`src/rtl/sensor_sched_pkg.sv`:
```
// Shared types and constants for the sensor scan scheduler and its arbiter.
package sensor_sched_pkg;

    localparam int NCH    = 4;
    localparam int CH_W   = 2;
    localparam int DATA_W = 8;

    localparam logic [7:0] ALARM_CNT_MAX = 8'hFF;

    typedef enum logic [1:0] {
        IDLE,
        GRANT,
        SETTLE,
        SAMPLE
    } state_t;

    function automatic logic [7:0] sat_inc(input logic [7:0] v);
        return (v == ALARM_CNT_MAX) ? v : v + 8'd1;
    endfunction

endpackage

```
`src/rtl/rr_arbiter4.sv`:
```
// Combinational 4-way round-robin arbiter: picks the first requester after i_last.
module rr_arbiter4
    import sensor_sched_pkg::*;
(
    input  logic [NCH-1:0]  i_req,
    input  logic [CH_W-1:0] i_last,
    output logic [NCH-1:0]  o_grant,
    output logic [CH_W-1:0] o_idx,
    output logic            o_any
);

    logic [CH_W-1:0] w_cand;

    always_comb begin
        // NOTE: every output gets a default first so no path leaves it unassigned (no latch).
        o_grant = '0;
        o_idx   = '0;
        o_any   = 1'b0;
        w_cand  = '0;
        // Offsets 1..NCH wrap back to i_last itself, so the last winner has lowest priority.
        for (int i = 1; i <= NCH; i++) begin
            w_cand = i_last + CH_W'(i);
            if (!o_any && i_req[w_cand]) begin
                o_any           = 1'b1;
                o_idx           = w_cand;
                o_grant[w_cand] = 1'b1;
            end
        end
    end

endmodule

```
`src/rtl/sensor_scan_scheduler.sv`:
```
// Scan scheduler: ticks, round-robin grants one sensor sample into the change
// detector, waits for its result to settle, then records alarms and events.
module sensor_scan_scheduler
    import sensor_sched_pkg::*;
#(
    parameter int SETTLE_CYC = 3,
    parameter int PERIOD_W   = 8
) (
    input  logic                clk,
    input  logic                rst_n,
    input  logic                en,
    input  logic [PERIOD_W-1:0] period,
    input  logic [3:0]          req_valid,
    input  logic [31:0]         req_data,
    output logic [3:0]          req_ready,
    output logic [7:0]          cop_r0,
    output logic [1:0]          cop_check,
    input  logic                cop_q,
    input  logic [1:0]          cop_q1,
    input  logic [3:0]          alarm_clr,
    output logic [3:0]          alarm_flags,
    output logic [7:0]          alarm_cnt,
    output logic                evt_valid,
    output logic                evt_alarm,
    output logic [1:0]          evt_ch,
    output logic                busy
);

    state_t              r_state;
    logic [PERIOD_W-1:0] r_tick_cnt;
    logic                r_tick_pend;
    logic [CH_W-1:0]     r_ptr;
    logic [CH_W-1:0]     r_sel;
    logic [3:0]          r_settle_cnt;
    logic [NCH-1:0]      r_req_ready;
    logic [DATA_W-1:0]   r_cop_r0;
    logic [CH_W-1:0]     r_cop_check;
    logic [NCH-1:0]      r_alarm_flags;
    logic [7:0]          r_alarm_cnt;
    logic                r_evt_valid;
    logic                r_evt_alarm;
    logic [CH_W-1:0]     r_evt_ch;
    logic                r_busy;

    logic                w_tick;
    logic                w_start;
    logic [NCH-1:0]      w_arb_grant;
    logic [CH_W-1:0]     w_arb_idx;
    logic                w_arb_any;
    logic [NCH-1:0]      w_set_mask;
    logic                w_echo_unused;

    rr_arbiter4 u_arb (
        .i_req   (req_valid),
        .i_last  (r_ptr),
        .o_grant (w_arb_grant),
        .o_idx   (w_arb_idx),
        .o_any   (w_arb_any)
    );

    assign w_tick     = en && (r_tick_cnt == '0);
    assign w_start    = en && (w_tick || r_tick_pend) && w_arb_any;
    assign w_set_mask = (r_state == SAMPLE && cop_q) ? (NCH'(1) << r_sel) : '0;
    // The detector's channel echo is not trusted; the registered sel decides the channel.
    assign w_echo_unused = ^cop_q1;

    always_ff @(posedge clk or negedge rst_n) begin
        // NOTE: sequential state uses non-blocking assignments so every flop samples pre-edge values.
        if (!rst_n) begin
            r_tick_cnt <= '0;
        end else if (en) begin
            r_tick_cnt <= w_tick ? period : r_tick_cnt - PERIOD_W'(1);
        end
    end

    always_ff @(posedge clk or negedge rst_n) begin
        if (!rst_n) begin
            r_state       <= IDLE;
            r_tick_pend   <= 1'b0;
            r_ptr         <= CH_W'(NCH - 1);
            r_sel         <= '0;
            r_settle_cnt  <= '0;
            r_req_ready   <= '0;
            r_cop_r0      <= '0;
            r_cop_check   <= '0;
            r_alarm_flags <= '0;
            r_alarm_cnt   <= '0;
            r_evt_valid   <= 1'b0;
            r_evt_alarm   <= 1'b0;
            r_evt_ch      <= '0;
            r_busy        <= 1'b0;
        end else begin
            r_evt_valid   <= 1'b0;
            r_evt_alarm   <= 1'b0;
            r_evt_ch      <= '0;
            // A set in SAMPLE wins over a clear landing in the same cycle.
            r_alarm_flags <= (r_alarm_flags & ~alarm_clr) | w_set_mask;

            case (r_state)
                IDLE: begin
                    r_tick_pend <= 1'b0;
                    if (w_start) begin
                        r_state     <= GRANT;
                        r_sel       <= w_arb_idx;
                        r_req_ready <= w_arb_grant;
                        r_busy      <= 1'b1;
                    end
                end
                GRANT: begin
                    r_req_ready  <= '0;
                    r_cop_r0     <= req_data[r_sel*DATA_W +: DATA_W];
                    r_cop_check  <= r_sel;
                    r_ptr        <= r_sel;
                    r_settle_cnt <= 4'(SETTLE_CYC - 1);
                    r_state      <= SETTLE;
                    if (!en)         r_tick_pend <= 1'b0;
                    else if (w_tick) r_tick_pend <= 1'b1;
                end
                SETTLE: begin
                    if (!en)         r_tick_pend <= 1'b0;
                    else if (w_tick) r_tick_pend <= 1'b1;
                    if (r_settle_cnt == '0) r_state <= SAMPLE;
                    else                    r_settle_cnt <= r_settle_cnt - 4'd1;
                end
                SAMPLE: begin
                    r_evt_valid <= 1'b1;
                    r_evt_alarm <= cop_q;
                    r_evt_ch    <= r_sel;
                    if (cop_q) r_alarm_cnt <= sat_inc(r_alarm_cnt);
                    // Passing through IDLE takes no cycle, so back-to-back scans stay SETTLE_CYC+2 apart.
                    r_tick_pend <= 1'b0;
                    if (w_start) begin
                        r_state     <= GRANT;
                        r_sel       <= w_arb_idx;
                        r_req_ready <= w_arb_grant;
                    end else begin
                        r_state <= IDLE;
                        r_busy  <= 1'b0;
                    end
                end
                default: r_state <= IDLE;
            endcase
        end
    end

    assign req_ready   = r_req_ready;
    assign cop_r0      = r_cop_r0;
    assign cop_check   = r_cop_check;
    assign alarm_flags = r_alarm_flags;
    assign alarm_cnt   = r_alarm_cnt;
    assign evt_valid   = r_evt_valid;
    assign evt_alarm   = r_evt_alarm;
    assign evt_ch      = r_evt_ch;
    assign busy        = r_busy;

endmodule
```
`config.mk`:
```
export PLATFORM = sky130hd
export DESIGN_NAME = sensor_scan_scheduler
export DESIGN_NICKNAME = d
export VERILOG_FILES = /design/src/rtl/sensor_sched_pkg.sv /design/src/rtl/rr_arbiter4.sv /design/src/rtl/sensor_scan_scheduler.sv
export SDC_FILE = /design/constraint.sdc
export NUM_CORES = 1
export LEC_CHECK = 0
export ABC_AREA = 1
export CORE_AREA = 2 2 142 75
export DETAILED_ROUTE_END_ITERATION = 10
export DIE_AREA = 0 0 144 77
export GPL_TIMING_DRIVEN = 0
export PLACE_DENSITY = 0.56
export SLEW_MARGIN = 20
export SYNTH_ARGS = -nofsm -noshare
export SYNTH_HDL_FRONTEND = slang
export SYNTH_SLANG_ARGS = --single-unit
```
`constraint.sdc`:
```
create_clock -name clk -period 2.5 [get_ports clk]
set_input_delay 0.5 -clock clk [delete_from_list [all_inputs] [get_ports clk]]
set_output_delay 0.5 -clock clk [all_outputs]
set_load 0.03 [all_outputs]
```
**Word level (Yosys, flattened, before mapping)**

Index checks and enable logic that the tools add are counted.

- Register bits after elaboration: 50
- Word-level logic and storage cells: 124
- Output and inout bits: 31
- Bits of input ports: 54

- Reductions and logical operators: 29
- Bitwise logic cells: 7
- $lt $le $gt $ge: 8
- Eq/ne operators: 10
- Multiplexer cells: 47
- Shifts and indexed selects: 2
- Add/subtract/negate cells: 6

Operator list:

| cell | number |
|---|---|
| 32-bit by 6-bit indexed part select with 8-bit output | 1 |
| 4-bit 2-to-1 mux | 7 |
| 1-bit 2-to-1 mux | 19 |
| 4-bit bitwise OR | 4 |
| 4-bit case mux with 2 select lines | 2 |
| 2-bit 2-to-1 mux | 7 |
| 2-bit by 3-bit < comparator with 1-bit output (second input constant) | 4 |
| 1-bit logical AND | 11 |
| 8-bit by 1-bit adder with 8-bit output (second input constant) | 1 |
| 1-bit binary-select mux with 2-bit select | 4 |
| 1-bit demux with 2-bit select | 4 |
| 8-bit equality test (second input constant) | 1 |
| 2-bit by 1-bit >= comparator with 1-bit output (second input constant) | 4 |
| 8-bit logical NOT | 1 |
| 8-bit 2-to-1 mux | 1 |
| 2-bit != test (second input constant) | 4 |
| 2-bit case mux with 4 select lines | 1 |
| 2-bit AND reduction | 4 |
| 8-bit by 1-bit subtractor with 8-bit output (second input constant) | 1 |
| 3-bit AND reduction | 2 |
| 2-bit nonzero test | 3 |
| 2-bit adder (second input constant) | 2 |
| 4-bit AND | 1 |
| 2-bit equality test (second input constant) | 2 |
| 14 further kinds | 18 |

**Longest topological paths before layout**

- Depth in word-level cells: 16
- Depth in mapped cells: 11

**Cells and area by module**

Synthesis repeated with hierarchy kept, for this count alone.

- Cell total of the unflattened synthesis: 363
- Area, all modules: 3069.2 um2

By module, submodules not included:

| module | area each (um2) | times used | cells an instance |
|---|---|---|---|
| sensor_scan_scheduler | 2533.7 | 1 | 282 |
| rr_arbiter4 | 535.5 | 1 | 81 |

**Least setup slack after synthesis**

No wires, ideal clock.

- Kind: register -> register
- Start: reg r_ptr[0]
- End: reg r_req_ready[0] (netlist: req_ready[0])
- Setup time: 0.117 ns
- Required time: 2.383 ns
- Arrival time: 1.645 ns
- Slack: 0.737 ns
- Path buffers: 0
- Cell stages (with the launch flop): 11
- Cells stage by stage: dfstp_2 > inv_2 > ha_1 > inv_1 > nand2_2 > nand2_2 > nor2_2 > a21oi_1 > nand3_1 > nand2_1 > nand2_1

- Cells in the longest elaborated chain, start to end: 16

Ends and longest elaborated chain:

| item | RTL line | source |
|---|---|---|
| from (decl) | sensor_scan_scheduler.sv:32 | `logic [CH_W-1:0] r_ptr;` |
| from (signal assigned) | sensor_scan_scheduler.sv:80 | `r_ptr <= CH_W'(NCH - 1);` |
| from (signal assigned) | sensor_scan_scheduler.sv:113 | `r_ptr <= r_sel;` |
| branches (longest 16 deep; another with 2-bit by 3-bit < comparator with 1-bit output) | - |  |
| to (signal assigned) | sensor_scan_scheduler.sv:105 | `r_req_ready <= w_arb_grant;` |
| to (signal assigned) | sensor_scan_scheduler.sv:135 | `r_req_ready <= w_arb_grant;` |
| to (decl) | sensor_scan_scheduler.sv:35 | `logic [NCH-1:0] r_req_ready;` |

Several ways; the timed one is not identified. The select of a mux whose other input is x is not followed.
A chain may end at the register's enable or synchronous reset.

**Worst setup path after layout**

- Start: reg r_ptr[0]
- End: reg r_sel[0]

- Cells in the longest elaborated chain, start to end: 15

Ends and longest elaborated chain:

| item | RTL line | source |
|---|---|---|
| 2-bit by 1-bit adder with 2-bit output | rr_arbiter4.sv:22 | `w_cand = i_last + CH_W'(i);` |
| 1-bit binary-select mux with 2-bit select | rr_arbiter4.sv:23 | `if (!o_any && i_req[w_cand]) begin` |
| 1-bit 2-to-1 mux (not written as such) | rr_arbiter4.sv:23 |  |
| 1-bit 2-to-1 mux | rr_arbiter4.sv:23 |  |
| 1-bit logical NOT | rr_arbiter4.sv:23 |  |
| 1-bit logical AND | rr_arbiter4.sv:23 |  |
| 1-bit 2-to-1 mux | rr_arbiter4.sv:23 |  |
| 1-bit logical NOT | rr_arbiter4.sv:23 |  |
| 1-bit logical AND | rr_arbiter4.sv:23 |  |
| 1-bit 2-to-1 mux | rr_arbiter4.sv:23 |  |
| 1-bit logical NOT | rr_arbiter4.sv:23 |  |
| 1-bit logical AND | rr_arbiter4.sv:23 |  |
| 1-bit 2-to-1 mux | rr_arbiter4.sv:23 |  |
| 1-bit logical AND | sensor_scan_scheduler.sv:62 | `assign w_start = en && (w_tick \|\| r_tick_pend) && w_arb_any;` |
| 2-bit AND reduction (no source line) | - |  |
| to (signal assigned) | sensor_scan_scheduler.sv:104 | `r_sel <= w_arb_idx;` |
| to (signal assigned) | sensor_scan_scheduler.sv:134 | `r_sel <= w_arb_idx;` |
| to (decl) | sensor_scan_scheduler.sv:33 | `logic [CH_W-1:0] r_sel;` |

Several ways; a longest one is shown, not always the timed one. The select of a mux whose other input is x is not followed.

==> impl_metrics.py <==
metrics = {
    "logic_synthesis": {
        "yosysWarningCount": 0,
        "yosys_register_bits": 50,
        "synthesis.area_um2": 2890,
        "yosysUniqueCellTypes": 32,
        "syn-instance-count": 352,
        "synth-seq-area-share_pct": 43.3,
        "avgSynthCellArea_um2": 8.22,
        "synth_fp_nets": 423,
    },
    "timing": {
        "tightest_slew_ps": 712,
        "fin_crit_ps": 2170,
        "hold_viol": 0,
        "relSlewSlack_pct": 52.3,
        "maxSlewViolCount": 0,
        "rsz0062_at_grt": "no",
        "fmax_ghz": 0.461,
        "min_period_over_period_pct": 86.9,
        "timing.final.ws_setup_ps": 329,
        "setup_viol": 0,
        "skew_ps": 6.54,
    },
    "place": {
        "place_ws_ps": 261,
        "gp_congestion": 0.801,
        "post-dp-hpwl_um": 6180,
        "portBuffers": 82,
        "place_inst": 574,
    },
    "worst_setup_path": {
        "crit_top_cell": "nand3_1",
        "reg2reg_to": "r_sel[0]",
        "crit_start": "r_ptr[0]",
        "arrival_ps": 2400,
        "required_ps": 2730,
        "cpMaxStageDelayCell": "dfstp_2",
        "critical_path.max_stage_delay_ps": 670,
        "path_cells": "inv_2 > ha_1 > nand3_1 > nand2_2 > nor2_2 > nor2_1 > nand2_1 > nand3_1 > o21ai_1",
        "critPathKind": "flip-flop to flip-flop",
        "reg2reg_depth": 9,
        "startpoint_type": "flip-flop",
        "cp_top_family": "simple AND/OR/NAND/NOR gates",
        "cp_max_fo": 11,
        "timing.rr.start": "r_ptr[0]",
        "rrSetupSlack_ps": 330,
        "end_kind": "flip-flop",
        "crit_buf_inv": 1,
    },
    "run_status": {
        "status": "completed",
    },
    "clock_tree": {
        "clockRootBuffer": "clkbuf_16",
        "cts_buffers": 5,
        "cts_hold_buf": 0,
        "cts_max_path_buffers": 2,
        "cts_max_level": 2,
        "clk_latency_ps": 290,
        "cts.clk_slew.worst_paths_ps": 70,
        "clock_sinks": 50,
        "post_cts_resized": 0,
        "cts_tree": "built",
        "cts_setup_buffers": 0,
    },
    "detailed_routing": {
        "wirelength_um": 8110,
        "first_iter_violations": 104,
        "drc": 0,
        "firstDrtPassIters": 4,
        "postRouteAntennaNets": 0,
        "viasPerCell": 4.55,
        "wire_per_inst_um": 13.9,
        "via_count": 2651,
    },
    "floorplan": {
        "core-area_um2": 9860,
        "die_height_um": 77,
        "io_pins": 85,
        "fp-row-count": 26,
        "start_util_pct": 29.3,
        "design.die.area_um2": 11100,
        "die_w_um": 144,
    },
    "flow_run": {
        "drv_cap": 0,
    },
    "cells_and_area": {
        "diodes": 0,
        "final_nets": 512,
        "final_cell_mix": "clkdlybuf4s50_1, nand2_1, dfrtp_1",
        "final_cells": 582,
        "fin_util_pct": 41.0,
        "syn2layout_area_growth_pct": 39.7,
        "layout-drive-gt1-share_pct": 7.69,
        "layout_commonest_cell": "clkdlybuf4s50_1",
    },
    "power_and_ir_drop": {
        "irDropWorstVdd_mv": 0.408,
        "p_int_mw": 2.45,
        "switching_share_pct": 46.8,
        "cellLeakagePower_nw": 1.79,
        "power_frac_comb_pct": 55.0,
        "clkPwrFrac_pct": 15.7,
        "power.density_nw_per_um2": 1140,
        "seqPwrFrac_pct": 29.3,
        "p_sw_mw": 2.16,
        "power_mw": 4.62,
    },
    "grt": {
        "grt_max_degree": 51,
        "grt_pass1_vias": 2688,
        "grt-ovfl-total": 0,
        "grt_pass1_wl_um": 13500,
        "grt_use_total_pct": 15.6,
        "grt_antenna_before_repair": 0,
    },
    "worst_hold_path": {
        "min_path_type": "input port to async pin",
    },
}
==> per-layer routing <==
metal	routed length, um	track usage (%)
met5	0	0
met4	17	3.24
met3	843	7.37
met2	3050	20.9
met1	4200	22.6
==> flip-flops by register name, indices dropped and copies added (netlist names) <==
name / cells
r_state: 2
r_settle_cnt: 4
r_tick_cnt: 8
busy: 1
r_ptr: 2
evt_valid: 1
req_ready: 4
cop_r0: 8
evt_ch: 2
alarm_flags: 4
evt_alarm: 1
alarm_cnt: 8
r_sel: 2
r_tick_pend: 1
cop_check: 2
==> worst max-delay path by stage <==
stage | end | cells after the start
final | r_sel[0] | 9
after global routing | req_ready[2] | 9
after CTS | r_sel[0] | 9
after detailed placement | req_ready[2] | 9
after global placement | cop_r0[2] | 1
after floorplan | req_ready[0] | 10
==> cell type report <==
| class | count | area, um2 |
|---|---|---|
| Inverter | 44 | 168 |
| Timing Repair Buffer | 82 | 818 |
| Clock buffer | 6 | 139 |
| Multi-Input combinational cell | 252 | 1450 |
| Fill cell | 972 | 5810 |
| Sequential cell | 50 | 1250 |
| Buffer | 6 | 23.8 |
| Tap cell | 140 | 175 |
| Clock inverter | 2 | 17.5 |
==> power by group through the flow <==
stage	sequential, mW	clock, mW	combinational (mW)
6_report	1.35	0.724	2.54
4_1_cts	1.35	0.752	2.55
2_1_floorplan	1.61	0	1.43
3_5_place_dp	1.36	0	2.54
5_1_grt	1.40	0.787	2.85
3_3_place_gp	1.35	0	2.50
==> synth_stat cells <==
library cell,instances,area (um2)
nor2_4,3,33.8
ha_1,17,213
o211ai_1,3,22.5
xnor2_1,5,43.8
nor2_2,1,6.26
buf_2,1,5.00
o311ai_0,1,8.76
dfrtp_1,48,1200
inv_2,3,11.3
o21ai_1,2,10.0
nand2_4,2,22.5
nor2_1,23,86.3
a31oi_1,1,6.26
a41oi_1,8,70.1
a21oi_1,14,70.1
nand2_1,77,289
a32oi_1,1,8.76
a21boi_0,5,37.5
dfstp_2,2,52.6
xor2_1,3,26.3
or2_2,1,6.26
mux2_2,1,11.3
inv_4,1,6.26
nand3_2,2,20.0
nand2_2,8,50.1
o21ai_0,23,115
a22oi_1,8,60.1
inv_1,40,150
nand3_1,31,155
o22ai_1,5,31.3
nand4_1,7,43.8
clkbuf_1,5,18.8
==> cell families after synthesis <==
kind of cell               after synthesis  synth area share [%]
and+or+nand+nor                        155                  24.7
DFF                                     50                  43.3
buffers and inverters                   50                  6.62
adders and majority gates               17                  7.35
AOI/OAI and AO/OA                       71                  15.2
xor gates and xnor gates                 8                  2.42
muxes                                    1                 0.389
==> stage by stage <==
step / cell area [um2] / hold WS [ps] / TNS, ps
5_1_grt: 4040 / 284 / 0
6_report: 4040 / 216 / 0
4_1_cts: 4040 / 259 / 0
2_1_floorplan: 2890 / 204 / 0
3_3_place_gp: 3890 / 483 / -35340
3_5_place_dp: 3890 / 493 / 0
Power figures use the tool's default switching activity.
